File: src/rtl/ysyx_23060332_lsu.sv
// Load/store unit: single-outstanding data-memory initiator with split beats for
// accesses that cross a word boundary, sign/zero-extended load return and fault detection.
module ysyx_23060332_lsu (
  input  logic        clk,
  input  logic        rst,
  input  logic        req_valid,
  output logic        req_ready,
  input  logic        req_wen,
  input  logic [31:0] req_addr,
  input  logic [31:0] req_wdata,
  input  logic [1:0]  req_size,
  input  logic        req_unsigned,
  output logic        resp_valid,
  input  logic        resp_ready,
  output logic [31:0] resp_rdata,
  output logic        resp_err,
  output logic        mem_ren,
  output logic [31:0] mem_raddr,
  input  logic [31:0] mem_rdata,
  output logic        mem_wen,
  output logic [31:0] mem_waddr,
  output logic [31:0] mem_wdata,
  output logic [7:0]  mem_wmask
);

  localparam logic [31:0] WIN_BASE = 32'h8000_0000;
  localparam logic [31:0] WIN_LAST = 32'h87ff_ffff;

  typedef enum logic [2:0] {S_IDLE, S_RD0, S_RD1, S_WR0, S_WR1, S_RESP} state_t;

  state_t      r_state, w_next;
  logic [31:0] r_addr, r_wdata, r_lo, r_rdata;
  logic [1:0]  r_size;
  logic        r_uns, r_err;

  function automatic logic in_win(input logic [31:0] a);
    return (a >= WIN_BASE) && (a <= WIN_LAST);
  endfunction

  // Fault decode on the incoming request (start and last byte must both be in the window)
  logic [2:0]  w_req_nbytes;
  logic [31:0] w_req_end;
  logic        w_fault;
  always_comb begin
    case (req_size)
      2'd0:    w_req_nbytes = 3'd1;
      2'd1:    w_req_nbytes = 3'd2;
      default: w_req_nbytes = 3'd4;
    endcase
    w_req_end = req_addr + 32'(w_req_nbytes) - 32'd1;
    w_fault   = (req_size == 2'd3) || !in_win(req_addr) || !in_win(w_req_end);
  end

  // Geometry of the latched request
  logic [1:0]  w_off;
  logic [2:0]  w_nbytes;
  logic [3:0]  w_bmask;
  logic        w_cross;
  logic [31:0] w_aligned;
  logic [63:0] w_wide_data;
  logic [7:0]  w_wide_mask;
  always_comb begin
    w_off = r_addr[1:0];
    case (r_size)
      2'd0:    begin w_nbytes = 3'd1; w_bmask = 4'h1; end
      2'd1:    begin w_nbytes = 3'd2; w_bmask = 4'h3; end
      default: begin w_nbytes = 3'd4; w_bmask = 4'hF; end
    endcase
    w_cross     = (({1'b0, w_off}) + w_nbytes) > 3'd4;
    w_aligned   = {r_addr[31:2], 2'b00};
    w_wide_data = {32'h0, r_wdata} << {w_off, 3'b000};
    w_wide_mask = {4'h0, w_bmask} << w_off;
  end

  // Load result: the beat being read now is combined with the captured low word
  logic [31:0] w_lo_src, w_hi_src, w_raw, w_ext;
  always_comb begin
    w_lo_src = (r_state == S_RD0) ? mem_rdata : r_lo;
    w_hi_src = (r_state == S_RD1) ? mem_rdata : 32'h0;
    w_raw    = 32'({w_hi_src, w_lo_src} >> {w_off, 3'b000});
    case (r_size)
      2'd0:    w_ext = r_uns ? {24'h0, w_raw[7:0]}  : {{24{w_raw[7]}}, w_raw[7:0]};
      2'd1:    w_ext = r_uns ? {16'h0, w_raw[15:0]} : {{16{w_raw[15]}}, w_raw[15:0]};
      default: w_ext = w_raw;
    endcase
  end

  always_ff @(posedge clk or posedge rst) begin
    if (rst) r_state <= S_IDLE;
    else     r_state <= w_next;
  end

  always_comb begin
    w_next     = r_state;
    req_ready  = 1'b0;
    resp_valid = 1'b0;
    mem_ren    = 1'b0;
    mem_raddr  = 32'h0;
    mem_wen    = 1'b0;
    mem_waddr  = 32'h0;
    mem_wdata  = 32'h0;
    mem_wmask  = 8'h0;
    case (r_state)
      S_IDLE: begin
        req_ready = 1'b1;
        if (req_valid) begin
          if (w_fault)      w_next = S_RESP;
          else if (req_wen) w_next = S_WR0;
          else              w_next = S_RD0;
        end
      end
      S_RD0: begin
        mem_ren   = 1'b1;
        mem_raddr = w_aligned;
        w_next    = w_cross ? S_RD1 : S_RESP;
      end
      S_RD1: begin
        mem_ren   = 1'b1;
        mem_raddr = w_aligned + 32'd4;
        w_next    = S_RESP;
      end
      S_WR0: begin
        mem_wen   = 1'b1;
        mem_waddr = w_aligned;
        mem_wdata = w_wide_data[31:0];
        mem_wmask = {4'h0, w_wide_mask[3:0]};
        w_next    = w_cross ? S_WR1 : S_RESP;
      end
      S_WR1: begin
        mem_wen   = 1'b1;
        mem_waddr = w_aligned + 32'd4;
        mem_wdata = w_wide_data[63:32];
        mem_wmask = {4'h0, w_wide_mask[7:4]};
        w_next    = S_RESP;
      end
      S_RESP: begin
        resp_valid = 1'b1;
        if (resp_ready) w_next = S_IDLE;
      end
      default: w_next = S_IDLE;
    endcase
  end

  always_ff @(posedge clk or posedge rst) begin
    if (rst) begin
      r_addr  <= 32'h0;
      r_wdata <= 32'h0;
      r_size  <= 2'd0;
      r_uns   <= 1'b0;
      r_lo    <= 32'h0;
      r_rdata <= 32'h0;
      r_err   <= 1'b0;
    end else begin
      case (r_state)
        S_IDLE: if (req_valid) begin
          r_addr  <= req_addr;
          r_wdata <= req_wdata;
          r_size  <= req_size;
          r_uns   <= req_unsigned;
          r_err   <= w_fault;
          r_rdata <= 32'h0;
        end
        S_RD0: begin
          r_lo <= mem_rdata;
          if (!w_cross) r_rdata <= w_ext;
        end
        S_RD1:  r_rdata <= w_ext;
        S_RESP: if (resp_ready) begin
          r_rdata <= 32'h0;
          r_err   <= 1'b0;
        end
        default: ;
      endcase
    end
  end

  assign resp_rdata = r_rdata;
  assign resp_err   = r_err;

endmodule
File: config.mk
export PLATFORM = sky130hd
export DESIGN_NAME = ysyx_23060332_lsu
export DESIGN_NICKNAME = d
export VERILOG_FILES = /design/src/rtl/ysyx_23060332_lsu.sv
export SDC_FILE = /design/constraint.sdc
export NUM_CORES = 1
export LEC_CHECK = 0
export CORE_MARGIN = 1
export CORE_UTILIZATION = 44
export DETAILED_ROUTE_END_ITERATION = 6
export PLACE_DENSITY = 0.71
export SLEW_MARGIN = 20
export SYNTH_ARGS = -nofsm -noshare
export SYNTH_HDL_FRONTEND = slang
export SYNTH_SLANG_ARGS = --single-unit
File: constraint.sdc
create_clock -name clk -period 8.2 [get_ports clk]
set_clock_uncertainty 0.2 [all_clocks]
set_input_delay 0.82 -clock clk [delete_from_list [all_inputs] [get_ports clk]]
set_output_delay 0.82 -clock clk [all_outputs]
set_load 0.02 [all_outputs]
==> results by stage <==
Placement:
- The final weighted congestion in routability-driven placement is 0.9495.
- The worst setup slack after placement is 3.840 ns.
- The post-detailed-placement cell area is 12880 um^2.
- The number of buffer cells added on primary ports is 236.
- The post-DP HPWL is 24.65 mm.

Run:
- Max-cap violations in this run came to 0.

Routing:
- The post-route DRC violation count is 0.
- Detailed routing inserted a total of 9913 vias.
- Before antenna repair, the detailed router went through 5 iterations.
- In the routed layout, each cell is associated on average with a via count of 5.787.
- After detailed routing, the met2 layer carries 15.54 mm of wire.
- The routed metal-1 wirelength is 15.03 mm.
- The top metal layer carrying routed signals is met4.
- The first routing iteration left 686 violations.
- Once detail routing completed, the nets flagged for antenna violations numbered 0.
- After detailed routing, the average wire length per cell comes to 19.96 um.
- Summed over all nets, wire length on met3 after detailed routing comes to 2.644 mm.
- Summed over all layers, the routed wires come to 34.19 mm.

GRT:
- The overall routing resource usage is 0.2848.
- The number of global-route vias before repair was 9332.
- The number of antenna violations at the first check in global routing is 0.
- The first global-routing pass estimated 53.22 mm of wire.
- The maximum number of pins on one net before global-route repair is 80.
- After global routing the overflow that remains totals 0.

Synth:
- The average instance in the mapped netlist occupies 8.627 um^2.
- The sequential cell area fraction in the yosys report is 0.3260.
- The async set-reset flop share out of synthesis is 1.000.
- By area the synthesized netlist is led by sky130_fd_sc_hd__dfrtp_1 (33%), sky130_fd_sc_hd__mux2_2 (7.7%), sky130_fd_sc_hd__ha_1 (7.4%).
- The total of flip-flops plus latches after synthesis is 135.
- The largest area contributor in the netlist is sky130_fd_sc_hd__dfrtp_1.
- By count the netlist is led by sky130_fd_sc_hd__nand2_1 (166), sky130_fd_sc_hd__dfrtp_1 (135), sky130_fd_sc_hd__o21ai_0 (123).
- The netlist uses 73 different library cells.
- The top-area cell type share of the netlist area is 0.3260.
- Yosys mapped a number of flops with a built-in enable equal to 0.
- In the synthesized netlist, the number of instances is 1201.
- Yosys printed 0 warnings.
- The combined area of all synthesized cells is 10360 um^2.
- The most common cell in the synthesized netlist is sky130_fd_sc_hd__nand2_1.
- The most used flip-flop cell after synthesis is sky130_fd_sc_hd__dfrtp_1.

Floorplan:
- From left edge to right edge, the die measures 155.5 um.
- The number of ports placed on the die boundary is 245.
- The core region is 22850 um^2.
- The floorplan step defined a die boundary enclosing 24170 um^2.
- The initial standard-cell utilization of the core is 0.4535.
- Measured along the y axis, the die boundary spans 155.5 um.
- The initialized floorplan defines 55 standard-cell rows.

Timing:
- The headroom to the max-slew limit is 0.2988.
- For the pin with the worst max-slew slack, the measured transition is 1.052 ns.
- The minimum setup slack in the final design is 3.328 ns.
- Static timing analysis puts the maximum clock frequency at 205.3 MHz.
- The total count of max-transition violations in the final report is 0.
- Setup repair after global routing left no endpoint under its margin.
- The final hold violation count is 0.
- In the final timing run, aggregate negative setup slack is 0 ns.
- For the finished layout, the period the worst path requires is 4.872 ns.
- The portion of the clock cycle consumed by the worst path in the final layout is 0.5941.
- The number of endpoints failing setup at the final stage is 0.

Layout:
- In the final layout, the share of cells above drive strength 1 is 0.1021.
- Measured on the finished design, the core utilization comes to 0.5898.
- Relative to the synthesized area, the layout overhead comes to 30.06%.
- The diode insertion count for antenna repair is 0.
- Once layout is done, the placed cells without fillers occupy 13480 um^2.
- The final layout contains 1554 nets.

Critical path:
- The capturing instance or port of the critical path is mem_wdata[0].
- The critical path is of the reg -> out type.
- STA puts the critical path data arrival time at 3.85 ns.
- The startpoint of the most critical setup path is r_state[2].
- The register-to-register setup slack is 3.75 ns.
- The worst register-to-register path ends at resp_rdata[20].
- The worst setup path is captured at an output pin.
- STA classifies the critical path startpoint as a register.
- The worst reg2reg path depth is 12.
- In this run the worst path has a maximum fanout of 17.
- In this run the critical register-to-register path is launched from r_size[1].
- The required time of the critical path is 7.18 ns.

Clocking:
- The H-tree was split into 4 levels.
- The post-CTS clock slew at the launch and capture registers of the worst setup and hold paths is 0.06 ns.
- The clock tree buffer depth is 2.
- The buffers inserted during post-CTS setup optimization is 0.
- The clock drives 135 sinks.
- After clock tree synthesis, the repair step resized 0 gates.
- The clock reaches the later pin of the worst-skew pair after 0.43 ns.
- The CTS tree is yes.
- TritonCTS created 17 clock buffers.
- The root cell of the clock tree is sky130_fd_sc_hd__clkbuf_16.
- After clock tree synthesis, the flow added hold-fix buffers numbering 0.

Pwr:
- VDD sags by at most 0.1709 mV.
- Power spread over the standard cell area amounts to 353.9 nW/um^2.
- The design draws 4.768 mW.
- The analysis attributes to cell leakage a power of 5.733 nW.

Status:
- The flow ran to the end, and the final reports show no timing, DRC or antenna violations.

Worst hold path:
- The class of the most critical hold timing path is reg -> reg.
- The count of cells along the worst hold path is 2.
## cell type report
cell class	count	area, um^2
Inverter	75	286.5
Timing Repair Buffer	248	2456
Multi-Input combinational cell	910	6364
Sequential cell	135	3382
Clock inverter	15	170.2
Fill cell	2066	9371
Tap cell	313	391.6
Clock buffer	17	425.4
## report_power, final
| group | switching, mW | total (mW) | internal (mW) |
|---|---|---|---|
| sequential | 0.366 | 1.34 | 0.979 |
| combinational | 1.48 | 2.63 | 1.16 |
| clock | 0.353 | 0.789 | 0.436 |
## metal layers
metal / up-vias / GRT usage
li1: 4698 / -
met5: - / 0
met1: 4738 / 0.3915
met4: 0 / 0.09337
met2: 428 / 0.4452
met3: 49 / 0.05989
## metrics by stage
stage	hold slack (ns)	instances
2_1_floorplan	0.2335	1208
3_3_place_gp	0.2454	1681
3_5_place_dp	0.2520	1681
4_1_cts	0.2693	1713
5_1_grt	0.2923	1713
6_report	0.2690	1713
## worst min path at each step
stage	start	to	slack [ns]
2_1_floorplan	r_lo[0]	r_lo[0]	0.23
3_3_place_gp	r_lo[5]	r_lo[5]	0.25
3_5_place_dp	r_lo[4]	r_lo[4]	0.25
4_1_cts	r_lo[6]	r_lo[6]	0.27
5_1_grt	r_lo[1]	r_lo[1]	0.29
6_report	r_lo[6]	r_lo[6]	0.27
## critical path: stages, from the launching register on
cell,delay (ns)
sky130_fd_sc_hd__dfrtp_1,0.52
sky130_fd_sc_hd__inv_2,0.19
sky130_fd_sc_hd__and3_1,0.69
sky130_fd_sc_hd__nand2_1,0.43
sky130_fd_sc_hd__nor2_1,0.63
sky130_fd_sc_hd__nand2_1,0.12
sky130_fd_sc_hd__o21ai_0,0.15
sky130_fd_sc_hd__clkdlybuf4s50_1,0.68
## cells by family (layout without fill, tap and decap cells)
logic type,count (synthesis),count (layout),share of synthesized area
buffers and inverters,163,355,0.06364
flip-flops,135,135,0.3260
AO/OA/AOI/OAI,336,336,0.2127
AND/OR/NAND/NOR,358,358,0.1681
multiplexers,140,140,0.1474
XOR/XNOR,5,5,0.004226
adder cells (fa/ha/maj),63,63,0.07753
other,1,8,0.0003619
## sequential cells by signal (all words and copies together) (netlist names)
| name | flops |
|---|---|
| r_addr | 32 |
| r_lo | 32 |
| r_size | 2 |
| r_state | 3 |
| r_uns | 1 |
| r_wdata | 32 |
| resp_err | 1 |
| resp_rdata | 32 |
## layout by cell type, fill, tap and decap left out, types with 15 or more instances in the layout
| cell type | Yosys | final |
|---|---|---|
| sky130_fd_sc_hd__clkdlybuf4s50_1 | 0 | 236 |
| sky130_fd_sc_hd__a21oi_1 | 31 | 31 |
| sky130_fd_sc_hd__a22o_1 | 22 | 22 |
| sky130_fd_sc_hd__o31ai_1 | 42 | 42 |
| sky130_fd_sc_hd__mux2_2 | 71 | 71 |
| sky130_fd_sc_hd__nor2_1 | 49 | 49 |
| sky130_fd_sc_hd__dfrtp_1 | 135 | 134 |
| sky130_fd_sc_hd__nand3_1 | 17 | 17 |
| sky130_fd_sc_hd__o21a_1 | 15 | 15 |
| sky130_fd_sc_hd__a31oi_1 | 17 | 17 |
| sky130_fd_sc_hd__clkbuf_16 | 0 | 17 |
| sky130_fd_sc_hd__mux2i_1 | 66 | 66 |
| sky130_fd_sc_hd__inv_1 | 73 | 72 |
| sky130_fd_sc_hd__ha_1 | 61 | 61 |
| sky130_fd_sc_hd__nand2_1 | 166 | 166 |
| sky130_fd_sc_hd__and3_1 | 28 | 28 |
| sky130_fd_sc_hd__o21ai_0 | 123 | 123 |
No activity file was read; power rests on OpenSTA's default activity.
